$ cat config.mk
export PLATFORM = sky130hd
export DESIGN_NAME = tank_level_emulator
export DESIGN_NICKNAME = d
export VERILOG_FILES = /design/src/rtl/tank_level_emulator.sv
export SDC_FILE = /design/constraint.sdc
export NUM_CORES = 1
export LEC_CHECK = 0
export CORE_MARGIN = 4
export CORE_UTILIZATION = 54
export DETAILED_ROUTE_END_ITERATION = 16
export GPL_ROUTABILITY_DRIVEN = 0
export GPL_TIMING_DRIVEN = 0
export PLACE_DENSITY = 0.79
export SKIP_LAST_GASP = 1
export SYNTH_ARGS = -nofsm -noshare
export SYNTH_HDL_FRONTEND = slang
export SYNTH_SLANG_ARGS = --single-unit
$ cat constraint.sdc
create_clock -name clock -period 3.36 [get_ports clock]
set_clock_uncertainty 0.2 [all_clocks]
set_input_delay 0.336 -clock clock [delete_from_list [all_inputs] [get_ports clock]]
set_output_delay 0.336 -clock clock [all_outputs]
set_load 0.01 [all_outputs]
$ cat src/rtl/tank_level_emulator.sv
// ----------------------------------------------------------------------------
// tank_level_emulator
//
// Cycle-based model of a water tank with three level sensors. It closes the
// loop around an irrigation controller. The controller's valve commands are
// integrated into a tank level once per simulation tick. Registered
// high/middle/low sensor lines are derived from that level. A fault input
// forces inconsistent sensor patterns or freezes the level, so the
// controller's error and alarm paths can be exercised.
//
// Ports:
//   clock               system clock
//   reset               synchronous, active-high reset (priority over all)
//   enable              1 = prescaler runs; 0 = prescaler and level frozen
//   valvulaEntrada      inlet valve command (adds FILL_RATE per tick)
//   valvulaAspersao     sprinkler valve command (removes SPRINK_RATE per tick)
//   valvulaGotejamento  drip valve command (removes DRIP_RATE per tick)
//   fault[1:0]          00 normal, 01 high stuck 1, 10 low stuck 0,
//                       11 level frozen
//   high/middle/low     registered sensor outputs (1 = submerged)
//   nivel               current tank level
//   tick                one-cycle pulse per simulation tick
//   overflow            sticky: a tick tried to fill beyond CAPACITY
//   dry                 registered (nivel == 0)
// ----------------------------------------------------------------------------
module tank_level_emulator #(
    parameter int LEVEL_W     = 8,
    parameter int CAPACITY    = 200,
    parameter int LOW_TH      = 50,
    parameter int MID_TH      = 100,
    parameter int HIGH_TH     = 150,
    parameter int FILL_RATE   = 4,
    parameter int SPRINK_RATE = 3,
    parameter int DRIP_RATE   = 1,
    parameter int TICK_DIV    = 1000,
    parameter int INIT_LEVEL  = 0
) (
    input  logic               clock,
    input  logic               reset,
    input  logic               enable,
    input  logic               valvulaEntrada,
    input  logic               valvulaAspersao,
    input  logic               valvulaGotejamento,
    input  logic [1:0]         fault,
    output logic               high,
    output logic               middle,
    output logic               low,
    output logic [LEVEL_W-1:0] nivel,
    output logic               tick,
    output logic               overflow,
    output logic               dry
);

    localparam int CNT_W = (TICK_DIV > 1) ? $clog2(TICK_DIV) : 1;
    // Two extra bits give a sign bit plus headroom for nivel + FILL_RATE.
    localparam int SUM_W = LEVEL_W + 2;

    localparam logic [CNT_W-1:0]          CNT_MAX = CNT_W'(TICK_DIV - 1);
    localparam logic [LEVEL_W-1:0]        INIT_L  = LEVEL_W'(INIT_LEVEL);
    localparam logic [LEVEL_W-1:0]        LOW_T   = LEVEL_W'(LOW_TH);
    localparam logic [LEVEL_W-1:0]        MID_T   = LEVEL_W'(MID_TH);
    localparam logic [LEVEL_W-1:0]        HIGH_T  = LEVEL_W'(HIGH_TH);
    localparam logic signed [SUM_W-1:0]   CAP_S   = SUM_W'(CAPACITY);
    localparam logic signed [SUM_W-1:0]   FILL_S  = SUM_W'(FILL_RATE);
    localparam logic signed [SUM_W-1:0]   SPRK_S  = SUM_W'(SPRINK_RATE);
    localparam logic signed [SUM_W-1:0]   DRIP_S  = SUM_W'(DRIP_RATE);

    // Clamp a signed candidate level into [0, CAPACITY].
    function automatic logic [LEVEL_W-1:0] sat_level(input logic signed [SUM_W-1:0] s);
        if (s < 0)
            return '0;
        else if (s > CAP_S)
            return CAP_S[LEVEL_W-1:0];
        else
            return s[LEVEL_W-1:0];
    endfunction

    function automatic logic is_over(input logic signed [SUM_W-1:0] s);
        return (s > CAP_S);
    endfunction

    logic [CNT_W-1:0]   cnt_q, cnt_d;
    logic               tick_q, tick_d;
    logic [LEVEL_W-1:0] nivel_q, nivel_d;
    logic               ovf_q, ovf_d;
    logic               high_q, high_d;
    logic               mid_q, mid_d;
    logic               low_q, low_d;
    logic               dry_q, dry_d;

    logic                     wrap;
    logic signed [SUM_W-1:0]  sum;

    always_comb begin
        cnt_d   = cnt_q;
        nivel_d = nivel_q;
        ovf_d   = ovf_q;
        wrap    = enable && (cnt_q == CNT_MAX);

        // Net delta of all open valves; all-open applies the combined delta.
        sum = $signed({2'b00, nivel_q})
            + (valvulaEntrada     ? FILL_S : '0)
            - (valvulaAspersao    ? SPRK_S : '0)
            - (valvulaGotejamento ? DRIP_S : '0);

        if (enable)
            cnt_d = wrap ? '0 : cnt_q + 1'b1;

        // tick is registered, so it appears on the cycle after CNT_MAX.
        tick_d = wrap;

        // Valves only matter on the wrap edge; fault 11 freezes the level
        // and leaves overflow untouched while the prescaler keeps running.
        if (wrap && (fault != 2'b11)) begin
            nivel_d = sat_level(sum);
            if (is_over(sum))
                ovf_d = 1'b1;
        end

        // Sensors track the current level; fault overrides follow the compare.
        high_d = (nivel_q >= HIGH_T) || (fault == 2'b01);
        mid_d  = (nivel_q >= MID_T);
        low_d  = (nivel_q >= LOW_T) && (fault != 2'b10);
        dry_d  = (nivel_q == '0);
    end

    always_ff @(posedge clock) begin
        if (reset) begin
            cnt_q   <= '0;
            tick_q  <= 1'b0;
            nivel_q <= INIT_L;
            ovf_q   <= 1'b0;
            high_q  <= 1'b0;
            mid_q   <= 1'b0;
            low_q   <= 1'b0;
            dry_q   <= 1'b0;
        end else begin
            cnt_q   <= cnt_d;
            tick_q  <= tick_d;
            nivel_q <= nivel_d;
            ovf_q   <= ovf_d;
            high_q  <= high_d;
            mid_q   <= mid_d;
            low_q   <= low_d;
            dry_q   <= dry_d;
        end
    end

    assign high     = high_q;
    assign middle   = mid_q;
    assign low      = low_q;
    assign nivel    = nivel_q;
    assign tick     = tick_q;
    assign overflow = ovf_q;
    assign dry      = dry_q;

endmodule

==> summary.md <==
| Metric | Value |
|---|---|
| Clock-pin slew on the worst setup and hold paths | 0.13 ns |
| Via Count | 1378 |
| Global route total overflow | 0 |
| DRT Pass-1 Iters | 4 |
| Maximum vdd ir drop | 0.287 mV |
| Most common cell after layout, fill and taps aside | dfxtp_1 |
| Post-Synth Adder-Cell Area | 0.179 |
| Flops & latches, synth | 24 |
| Post-placement cell count | 234 |
| Hold WC Path Type | reg -> reg |
| CTS tree | built |
| Max cap viols | 0 |
| YS warnings | 0 |
| Setup Slack @ Placement | -0.447 ns |
| Worst-margin pin slew | 0.755 ns |
| CTS root buffer | clkbuf_4 |
| Clk_lat worst skew | 0.32 ns |
| Slew Viols, Final | 0 |
| Avg Synthesized Cell Area | around 9 um2 |
| CTS H-Tree Depth | 1 |
| Synth Flop Type | dfxtp_1 |
| Cell taking the most area after synthesis | dfxtp_1 |
| Most frequent CP cell | fa_2 |
| DIE HEIGHT | a little over 60 um |
| Synth Area in Compound Gates | 0.194 |
| GRT Total Usage | 0.187 |
| PwrDens | 288 nW/um2 |
| Area Overhead vs Synth | 22.6% |
| Post-Syn Area | 1590 um2 |
| # DRC | 0 |
| Rows | 19 |
| I/O Buffers | 21 |
| Largest family of logic cells by synthesized area | simple AND/OR/NAND/NOR gates |
| First-pass GRT wire length | 6.08 mm |
| CTS Buffer Depth | 2 |
| CP top delay family | adder cells |
| Crit-path cells | fa_2 -> fa_2 -> ha_4 -> inv_2 -> fa_2 -> nor2_2 -> o211a_1 -> o211a_1 -> or4b_4 -> o21ai_2 |
| Period Utilization, post-route | 0.940 |
| Initial antenna violation count | 0 |
| Antenna fix cells | 0 |
| Syn Nets | about 210 |
| Largest net degree at the start of global routing | 15 |
| Core area | ~2800 um2 |
| Post-Synth Simple-Gate Area | 0.231 |
| Commonest cells after routing, fill and taps aside | 24 x dfxtp_1, 19 x clkdlybuf4s50_1, 18 x nand2_1, 17 x ha_1, 16 x inv_1 |
| Post-DP HPWL | 2.76 mm |
| Placed instance area | about 1800 um2 |
| Share of cells above drive strength 1 | 0.135 |
| Initial core utilization | 0.572 |
| Syn Inst Count | 182 |
| TritonCTS Sinks | 24 |
| RSZ-0062 raised after global routing | false |
| Final instance area | 1950 um2 |
| Num CTS Buffers | 3 |
| P_leak | 0.766 nW |
| Post-DR wirelength/cell | about 15 um |
| Final wirelength | roughly 3.5 mm |
| Crit-path max cell delay | between 0.5 and 0.6 ns |
| Library cells used by synthesis | 42 |
| Post-route insts no fill | 238 |
| I/O Pins | 22 |
| Top cell type's share of synthesized area | 0.302 |
| Ranking of synthesized cells by area | dfxtp_1 30%, ha_1 14%, inv_1 4.5% |
| DRT iter0 DRCs | 110 |
| Critical path fanouts, max | 5 |
| Die width | 62.3 um |
| Vias in the first global route | 1404 |
| Crit. End Element | flip-flop |
| Nets | around 240 |
| Number of flops mapped to enable cells by yosys | 0 |
| Die area | 3880 um2 |
| Share of synthesized registers carrying an async set or reset | 0 |
| Achievable clock frequency | 0.317 GHz |
| Relative slew slack | 0.489 |
| Min cycle time layout | 3.16 ns |
| Critical path type | reg -> reg |
| Mux contribution to synthesized area | 0 |
| XOR/XNOR share of the synthesized area | 0.0440 |
| Setup crit start kind | flip-flop |
| # setup viols final | 0 |
| CP arrival | 3.22 ns |
| Final Hold Vio Count | 0 |
| CP required | 3.42 ns |
| Critical path buffer and inverter count | 1 |
| Critical-path top delay cell | or4b_4 |
| Post-route setup slack | roughly 0.2 ns |
| Via density | roughly 5.8 |
| Sequential area share after synthesis | 0.302 |
| Status | completed |
| ANT nets after route | 0 |
-- sequential cells by signal, summed over array words and instances, names as in the netlist --
name / flops
cnt_q: 10
dry: 1
high: 1
low: 1
middle: 1
nivel: 8
overflow: 1
tick: 1
-- per-layer routing --
metal	GRT usage	up-vias	routed length (um)
li1	-	687	-
met1	0.215	641	1520
met2	0.317	40	1730
met3	0.0324	10	132
met4	0.119	0	125
met5	0	-	0
-- cell families after synthesis --
logic type,count (synthesis)
XOR/XNOR,8
AO/OA/AOI/OAI,42
AND/OR/NAND/NOR,66
flip-flops,24
buffers and inverters,21
adder cells (fa/ha/maj),21
-- worst reg2reg max path, cell delays in order (launching register included) --
cell and delay, ns:
dfxtp_1 0.39, fa_2 0.37, fa_2 0.41, ha_4 0.18
inv_2 0.05, fa_2 0.20, nor2_2 0.06, o211a_1 0.26
o211a_1 0.26, or4b_4 0.59, o21ai_2 0.15
-- cell type report --
| cell class | count | area [um2] |
|---|---|---|
| multi-input combinational | 137 | 1080 |
| fill | 215 | 831 |
| sequential | 24 | 480 |
| timing repair buffer | 22 | 223 |
| inverter | 19 | 71.3 |
| tap | 31 | 38.8 |
| clock inverter | 1 | 30.0 |
| clock buffer | 3 | 22.5 |
| buffer | 1 | 3.75 |
-- Yosys cell counts (3+ instances only) --
cell,n
fa_1,3
ha_1,18
nand2_1,18
nand4_1,4
nor2_1,13
inv_1,19
a21oi_1,13
nand3_1,5
dfxtp_1,24
xor2_1,7
o21ai_0,4
nor4b_1,3
o21bai_1,3
o21a_1,3
o21ai_2,5
nor2b_1,3
nand2b_1,4
-- per-stage QoR --
step	power (mW)	hold slack, ns	util	setup TNS [ns]
floorplan	0.330	0.205	-	0
global placement	0.349	0.237	0.662	-2.60
detailed placement	0.352	0.247	0.662	-3.12
CTS	0.564	0.266	0.686	0
global route	0.592	0.316	0.701	0
finish	0.561	0.258	0.701	0
-- final timing paths --
kind	from	endpoint	slack, ns	cells after the start
max	nivel[0]	nivel[0]	0.20	10
min	overflow	overflow	0.26	2
max reg2reg	nivel[0]	nivel[0]	0.20	10
min reg2reg	overflow	overflow	0.26	2
-- power breakdown --
part           internal [mW]  switching, mW  total (mW)
registers              0.287        0.00200       0.289
clock network          0.121         0.0880       0.209
logic                 0.0289         0.0340      0.0629
total                  0.437          0.124       0.561
-- repair_timing --
action / in CTS / in global routing
setup endpoints to repair: 5 / 6
pin swaps: 3 / 8
hold buffers: 0 / 0
buffers inserted: 1 / 0
resized for setup: 3 / 12
No activity file was read; power rests on OpenSTA's default activity.
